===== config.mk =====
export PLATFORM = sky130hd
export DESIGN_NAME = ms_timeout_timer
export DESIGN_NICKNAME = d
export VERILOG_FILES = /design/src/rtl/ms_timeout_timer.sv
export SDC_FILE = /design/constraint.sdc
export NUM_CORES = 1
export LEC_CHECK = 0
export BUFFER_PORTS_ARGS = -buffer_cell sky130_fd_sc_hd__buf_4
export CAP_MARGIN = 0
export CORE_ASPECT_RATIO = 1.2
export CORE_MARGIN = 4
export CORE_UTILIZATION = 45
export DETAILED_ROUTE_END_ITERATION = 12
export GPL_ROUTABILITY_DRIVEN = 0
export PLACE_DENSITY = 0.68
export RECOVER_POWER = 50
export SLEW_MARGIN = 20
export SYNTH_ARGS = -nofsm -noshare
export SYNTH_HDL_FRONTEND = slang
export SYNTH_SLANG_ARGS = --single-unit

===== constraint.sdc =====
create_clock -name sb_clk -period 3.3 [get_ports sb_clk]
set_input_delay 0.33 -clock sb_clk [delete_from_list [all_inputs] [get_ports sb_clk]]
set_output_delay 0.33 -clock sb_clk [all_outputs]
set_load 0.02 [all_outputs]

===== src/rtl/ms_timeout_timer.sv =====
// Millisecond timeout timer: counts ms_clk rising edges after a start pulse
// and emits a one-cycle timeout pulse when the programmed limit is reached.
module ms_timeout_timer #(
   parameter int CNT_W = 8
) (
   input  logic             sb_clk,
   input  logic             rst,
   input  logic             ms_clk,
   input  logic             start,
   input  logic             stop,
   input  logic [CNT_W-1:0] timeout_ms,
   output logic             busy,
   output logic             timeout,
   output logic [CNT_W-1:0] elapsed_ms,
   output logic [1:0]       state_dbg
);

   typedef enum logic [1:0] {
      IDLE   = 2'd0,
      RUN    = 2'd1,
      EXPIRE = 2'd2
   } state_t;

   state_t           state, state_nxt;
   logic             ms_d;
   logic             ms_valid;
   logic             ms_tick;
   logic             start_acc;
   logic [CNT_W-1:0] limit, limit_nxt;
   logic [CNT_W-1:0] elapsed_nxt;

   // ms_valid masks the first sample after reset release, so a level that is
   // already high at release is not mistaken for a rising edge.
   assign ms_tick   = ms_clk & ~ms_d & ms_valid;
   // Stop always wins over a coincident start, in every state.
   assign start_acc = start & ~stop;
   assign state_dbg = state;

   always_comb begin
      state_nxt   = state;
      limit_nxt   = limit;
      elapsed_nxt = elapsed_ms;
      case (state)
         IDLE, EXPIRE: begin
            state_nxt = IDLE;
            if (start_acc) begin
               limit_nxt   = timeout_ms;
               elapsed_nxt = '0;
               state_nxt   = (timeout_ms != '0) ? RUN : EXPIRE;
            end
         end
         RUN: begin
            if (stop) begin
               state_nxt = IDLE;
            end else if (start) begin
               limit_nxt   = timeout_ms;
               elapsed_nxt = '0;
               state_nxt   = (timeout_ms != '0) ? RUN : EXPIRE;
            end else if (ms_tick) begin
               elapsed_nxt = elapsed_ms + CNT_W'(1);
               if (elapsed_ms == limit - CNT_W'(1)) begin
                  state_nxt = EXPIRE;
               end
            end
         end
         default: begin
            state_nxt = IDLE;
         end
      endcase
   end

   always_ff @(posedge sb_clk or negedge rst) begin
      if (!rst) begin
         state      <= IDLE;
         ms_d       <= 1'b0;
         ms_valid   <= 1'b0;
         limit      <= '0;
         elapsed_ms <= '0;
         busy       <= 1'b0;
         timeout    <= 1'b0;
      end else begin
         state      <= state_nxt;
         ms_d       <= ms_clk;
         ms_valid   <= 1'b1;
         limit      <= limit_nxt;
         elapsed_ms <= elapsed_nxt;
         busy       <= (state_nxt == RUN);
         timeout    <= (state_nxt == EXPIRE);
      end
   end

endmodule


After elaboration in Yosys (flattened, before gate mapping)
Cells that the tools add are included.
{"block": "classes", "n_addsub": 2, "eq_ne": 9, "mux": 16, "bitwise": 5, "reduce_logical": 6}
{"op": "$mux W8", "n": 7}
{"op": "$pmux W8 S2", "n": 2}
{"op": "$mux W2", "n": 6}
{"op": "$add A8 B1 Y8 const B", "n": 1}
{"op": "$eq A8 B8 Y1", "n": 1}
{"op": "$reduce_and A4 Y1", "n": 2}
{"op": "$reduce_bool A8 Y1", "n": 1}
{"op": "$sub A8 B1 Y8 const B", "n": 1}
{"op": "$ne A2 B2 Y1 const B", "n": 3}
{"op": "$eq A2 B1 Y1 const B", "n": 2}
{"op": "$eq A2 B2 Y1 const B", "n": 2}
{"op": "$pmux W2 S2", "n": 1}
{"op": "$and A1 B1 Y1", "n": 3}
{"op": "$ne A3 B3 Y1 const B", "n": 1}
{"op": "$logic_not A2 Y1", "n": 1}
{"op": "$not A1 Y1", "n": 2}
{"op": "$reduce_bool A2 Y1", "n": 1}
{"op": "$reduce_or A2 Y1", "n": 1}
{"block": "word_totals", "regBits": 22, "out_inout_bits": 12, "word_cells": 45}

Logic depth before layout (Yosys ltp)
{"block": "depth", "depth_word": 8, "mapped_depth": 7}

Worst setup path after synthesis
Ideal clock, no wire load.
{"block": "synth_path", "path_type": "register -> register", "start": "register limit[0]", "end": "register busy", "t_arrival_ps": 1669, "required_ps": 3178, "slack_ps": 1509, "stages_incl_launch_ff": 8, "synth_period_minus_slack_ps": 1791, "cell_sequence": "dfrtp_1 -> inv_1 -> ha_1 -> nor3b_1 -> xnor2_1 -> o211ai_1 -> a211o_1 -> a32o_1"}
{"block": "synth_via", "elab_chain_len": 8}
{"element": "start: declaration", "line_no": "29", "rtl": "logic [CNT_W-1:0] limit, limit_nxt;"}
{"element": "start signal: assignment", "line_no": "85", "rtl": "limit <= limit_nxt;"}
{"element": "$sub A8 B1 Y8", "line_no": "61", "rtl": "if (elapsed_ms == limit - CNT_W'(1)) begin"}
{"element": "$eq A8 B8 Y1", "line_no": "61"}
{"element": "$mux W2", "line_no": "61"}
{"element": "$mux W2", "line_no": "59", "rtl": "end else if (ms_tick) begin"}
{"element": "$mux W2", "line_no": "55", "rtl": "end else if (start) begin"}
{"element": "$mux W2", "line_no": "53", "rtl": "if (stop) begin"}
{"element": "$pmux W2 S2", "line_no": "43", "rtl": "case (state)"}
{"element": "$eq A2 B1 Y1", "line_no": "87", "rtl": "busy <= (state_nxt == RUN);"}
{"element": "end signal: assignment", "line_no": "87"}
{"element": "end: declaration", "line_no": "12", "rtl": "output logic busy,"}
No other way between the ends.
A chain may end at the register's enable or synchronous reset.

Worst setup path in the final report
{"block": "layout_path", "start": "register limit[0]", "end": "register state[0] (netlist: state_dbg[0])"}
{"block": "layout_via", "elab_chain_len": 7}
{"element": "$sub A8 B1 Y8", "line_no": "61"}
{"element": "$eq A8 B8 Y1", "line_no": "61"}
{"element": "$mux W2", "line_no": "61"}
{"element": "$mux W2", "line_no": "59"}
{"element": "$mux W2", "line_no": "55"}
{"element": "$mux W2", "line_no": "53"}
{"element": "$pmux W2 S2", "line_no": "43"}
{"element": "via state_nxt[0]", "line_no": "24", "rtl": "state_t state, state_nxt;"}
{"element": "end signal: assignment", "line_no": "82", "rtl": "state <= state_nxt;"}
{"element": "end: declaration", "line_no": "24"}
The timed path passes the listed nets, and every way through them passes these cells.

==> flow_metrics.py <==
metrics = {
    "floorplan": {
        "dieWidth_um": 54.57,
        "die_h_um": 63.89,
        "num_rows": 20,
        "die-area_mm2": 0.003486,
        "core_region_area_mm2": 0.002502,
        "start_util_pct": 46.80,
        "pin_count": 25,
    },
    "worst_setup_path": {
        "reg2reg_to": "state_dbg[0]",
        "reg2regPathDepth": 7,
        "crit_start": "limit[0]",
        "crit_path_end": "state_dbg[0]",
        "crit_type": "reg -> reg",
        "cp-end-kind": "flop",
        "cp-start-kind": "flop",
        "crit_path_max_incr_delay_ns": 0.46,
        "cp_max_fo": 6,
        "crit_required_ns": 3.50,
        "reg2reg_slack_ns": 1.35,
        "worst_path_max_delay_cell": "dfrtp_1",
        "reg2reg_from": "limit[0]",
        "cp_cell_sequence": "inv_1 > ha_1 > xnor2_1 > nor3_1 > o211ai_1 > a211o_1 > a32o_1",
        "cp_data_arrival_time_ns": 2.15,
    },
    "global_routing": {
        "grt_max_degree": 23,
        "grt.total_usage_pct": 16.61,
        "grt_pass1_wl_um": 4298,
        "antenna_found_initial": 0,
        "first_global_vias": 932,
        "grt.overflow.total": 0,
    },
    "sta": {
        "skew_ns": 0.009649,
        "rsz0062_at_grt": "false",
        "tightestPinTransition_ns": 1.142,
        "maxSlewHeadroom_pct": 23.86,
        "fmax_mhz": 512.8,
        "hold-worst-slack_ns": 0.1669,
        "period_share_pct": 59.09,
        "maxSlewViolCount": 0,
        "period_needed_ns": 1.950,
        "hold_viol_final": 0,
        "finalSetupViolCount": 0,
        "tns_ns": 0,
    },
    "power_and_ir_drop": {
        "power_density_mw_per_mm2": 427.6,
        "p_seq_share_pct": 50.5,
        "sw_frac_of_total_pct": 24.09,
        "power_frac_clock_pct": 32.6,
        "ir_drop_mv": 0.2542,
        "p_int_mw": 0.4634,
        "p_leak_nw": 0.6139,
        "combPwrFrac_pct": 16.9,
        "switchingPower_mw": 0.1470,
        "power_mw": 0.6105,
    },
    "clock_tree": {
        "clk_pin_slew_ns": 0.12,
        "htreeDepth": 1,
        "cts_buffers": 3,
        "cts_root_buffer": "clkbuf_4",
        "cts_tree": "yes",
        "cts_max_path_buffers": 2,
        "cts_sinks": 22,
        "clk_latency_ns": 0.30,
    },
    "placement": {
        "io_buffers": 24,
        "dp_hpwl_um": 2001,
    },
    "logic_synthesis": {
        "synthFlopType": "dfrtp_1",
        "yosys_warnings": 0,
        "async_reset_ff_share_pct": 100.0,
        "avgSynthCellArea_um2": 10.46,
        "synth_edf_count": 0,
        "synth_area_mm2": 0.001171,
        "synth_fp_nets": 127,
        "yosysUniqueCellTypes": 32,
        "ys_seq_elements": 22,
        "ys_seq_area_share_pct": 47.01,
        "syn_inst": 112,
    },
    "route": {
        "first_iter_violations": 19,
        "final_antenna_net_count": 0,
        "finalWirelength_um": 2540,
        "wl_per_cell_um": 14.68,
        "drc": 0,
        "firstDrtPassIters": 4,
        "avgViaCountPerCell": 5.711,
        "via_count": 988,
    },
    "job": {
        "cap_violations": 0,
    },
    "layout": {
        "fill_cells": 234,
        "diodes": 0,
        "layout_common_cells": "22 x dfrtp_1, 18 x buf_4, 11 x o21ai_0",
        "drive_above_1_share_pct": 22.14,
        "final_common_cell": "dfrtp_1",
        "layout-area-overhead-vs-synth_pct": 21.90,
        "fin_nets": 156,
    },
    "hold_path": {
        "hold_depth": 1,
        "min_path_type": "in -> reg",
    },
    "outcome": {
        "status": "finished, final reports clean",
    },
}
[area by class of cell]
cell class | instances | area [um2] | share of cell area (%)
Clock buffer | 3 | 22.52 | 1.578
Clock inverter | 1 | 30.03 | 2.103
Inverter | 3 | 11.26 | 0.7888
Multi-Input combinational cell | 86 | 604.3 | 42.33
Sequential cell | 22 | 550.5 | 38.56
Tap cell | 33 | 41.29 | 2.892
Timing Repair Buffer | 25 | 167.7 | 11.74
[cells in the mapped netlist, types with 3 or more instances]
| master | number | area share (%) |
|---|---|---|
| a21oi_1 | 3 | 1.3 |
| dfrtp_1 | 22 | 47 |
| nor3_1 | 5 | 2.1 |
| xnor2_1 | 8 | 6.0 |
| xor2_1 | 3 | 2.2 |
| mux2_2 | 8 | 7.7 |
| nor2_1 | 5 | 1.6 |
| o31ai_1 | 3 | 1.9 |
| inv_1 | 3 | 0.96 |
| o21ai_0 | 11 | 4.7 |
| nand3_1 | 3 | 1.3 |
| nand2_1 | 5 | 1.6 |
| and3_1 | 3 | 1.6 |
| nor4_1 | 3 | 1.6 |
| nand2b_1 | 5 | 2.7 |
[cell families (layout without fill, tap and decap cells)]
| family | Yosys count | in the layout | share of synthesized area (%) |
|---|---|---|---|
| DFF | 22 | 22 | 47.01 |
| AOI/OAI and AO/OA | 28 | 28 | 15.49 |
| and+or+nand+nor | 36 | 36 | 17.74 |
| adders and majority gates | 2 | 2 | 2.136 |
| xor gates and xnor gates | 11 | 11 | 8.227 |
| buffers and inverters | 4 | 32 | 1.388 |
| muxes | 8 | 8 | 7.693 |
| other | 1 | 1 | 0.3202 |
[sequential cells by signal, indices dropped and copies added (netlist names)]
| signal | cells |
|---|---|
| elapsed_ms | 8 |
| limit | 8 |
| state_dbg | 2 |
| busy | 1 |
| ms_d | 1 |
| ms_valid | 1 |
| timeout | 1 |
[stage by stage]
| stage | instance area (um2) | setup slack, ns | util [%] | instances |
|---|---|---|---|---|
| 3_5_place_dp | 1388 | 1.354 | 55.45 | 168 |
| 4_1_cts | 1450 | 1.340 | 57.95 | 173 |
| 3_3_place_gp | 1388 | 1.389 | 55.45 | 168 |
| 5_1_grt | 1428 | 1.206 | 57.05 | 173 |
| 2_1_floorplan | 1171 | 1.509 | - | 112 |
| 6_report | 1428 | 1.350 | 57.05 | 173 |
[timing repair]
action,4_1_cts,5_1_grt
setup buffers,0,0
hold buffers,1,0
hold endpoints to repair,22,0
resized for setup,0,0
[routing by layer]
metal | track usage, % | part of all wire [%] | wire (um)
met3 | 2.797 | 1.7 | 42
met2 | 27.40 | 53 | 1336
met4 | 4.673 | 0.75 | 19
met1 | 21.80 | 45 | 1142
met5 | 0 | 0 | 0
[critical path: cells and delay by family (launching register included)]
kind                       cells  cell delay, ns
AOI/OAI and AO/OA              3            0.70
DFF                            1            0.46
adders and majority gates      1            0.30
and+or+nand+nor                1            0.20
xor gates and xnor gates       1            0.13
buffers and inverters          1            0.07
[worst min-delay path by stage]
stage | to | start | slack (ns)
floorplan | busy | rst | 0.03
global placement | elapsed_ms[1] | rst | 0.23
finish | ms_d | ms_clk | 0.17
CTS | ms_d | ms_clk | 0.14
global route | ms_d | ms_clk | 0.16
detailed placement | ms_valid | rst | 0.23
[power by group through the flow]
stage / Combinational (mW) / Clock [mW] / Sequential (mW)
after floorplan: 0.0682 / 0 / 0.311
after global routing: 0.115 / 0.216 / 0.313
after global placement: 0.102 / 0 / 0.313
after CTS: 0.106 / 0.206 / 0.308
after detailed placement: 0.105 / 0 / 0.314
final: 0.103 / 0.199 / 0.308
(Power assumes the default switching activity.)
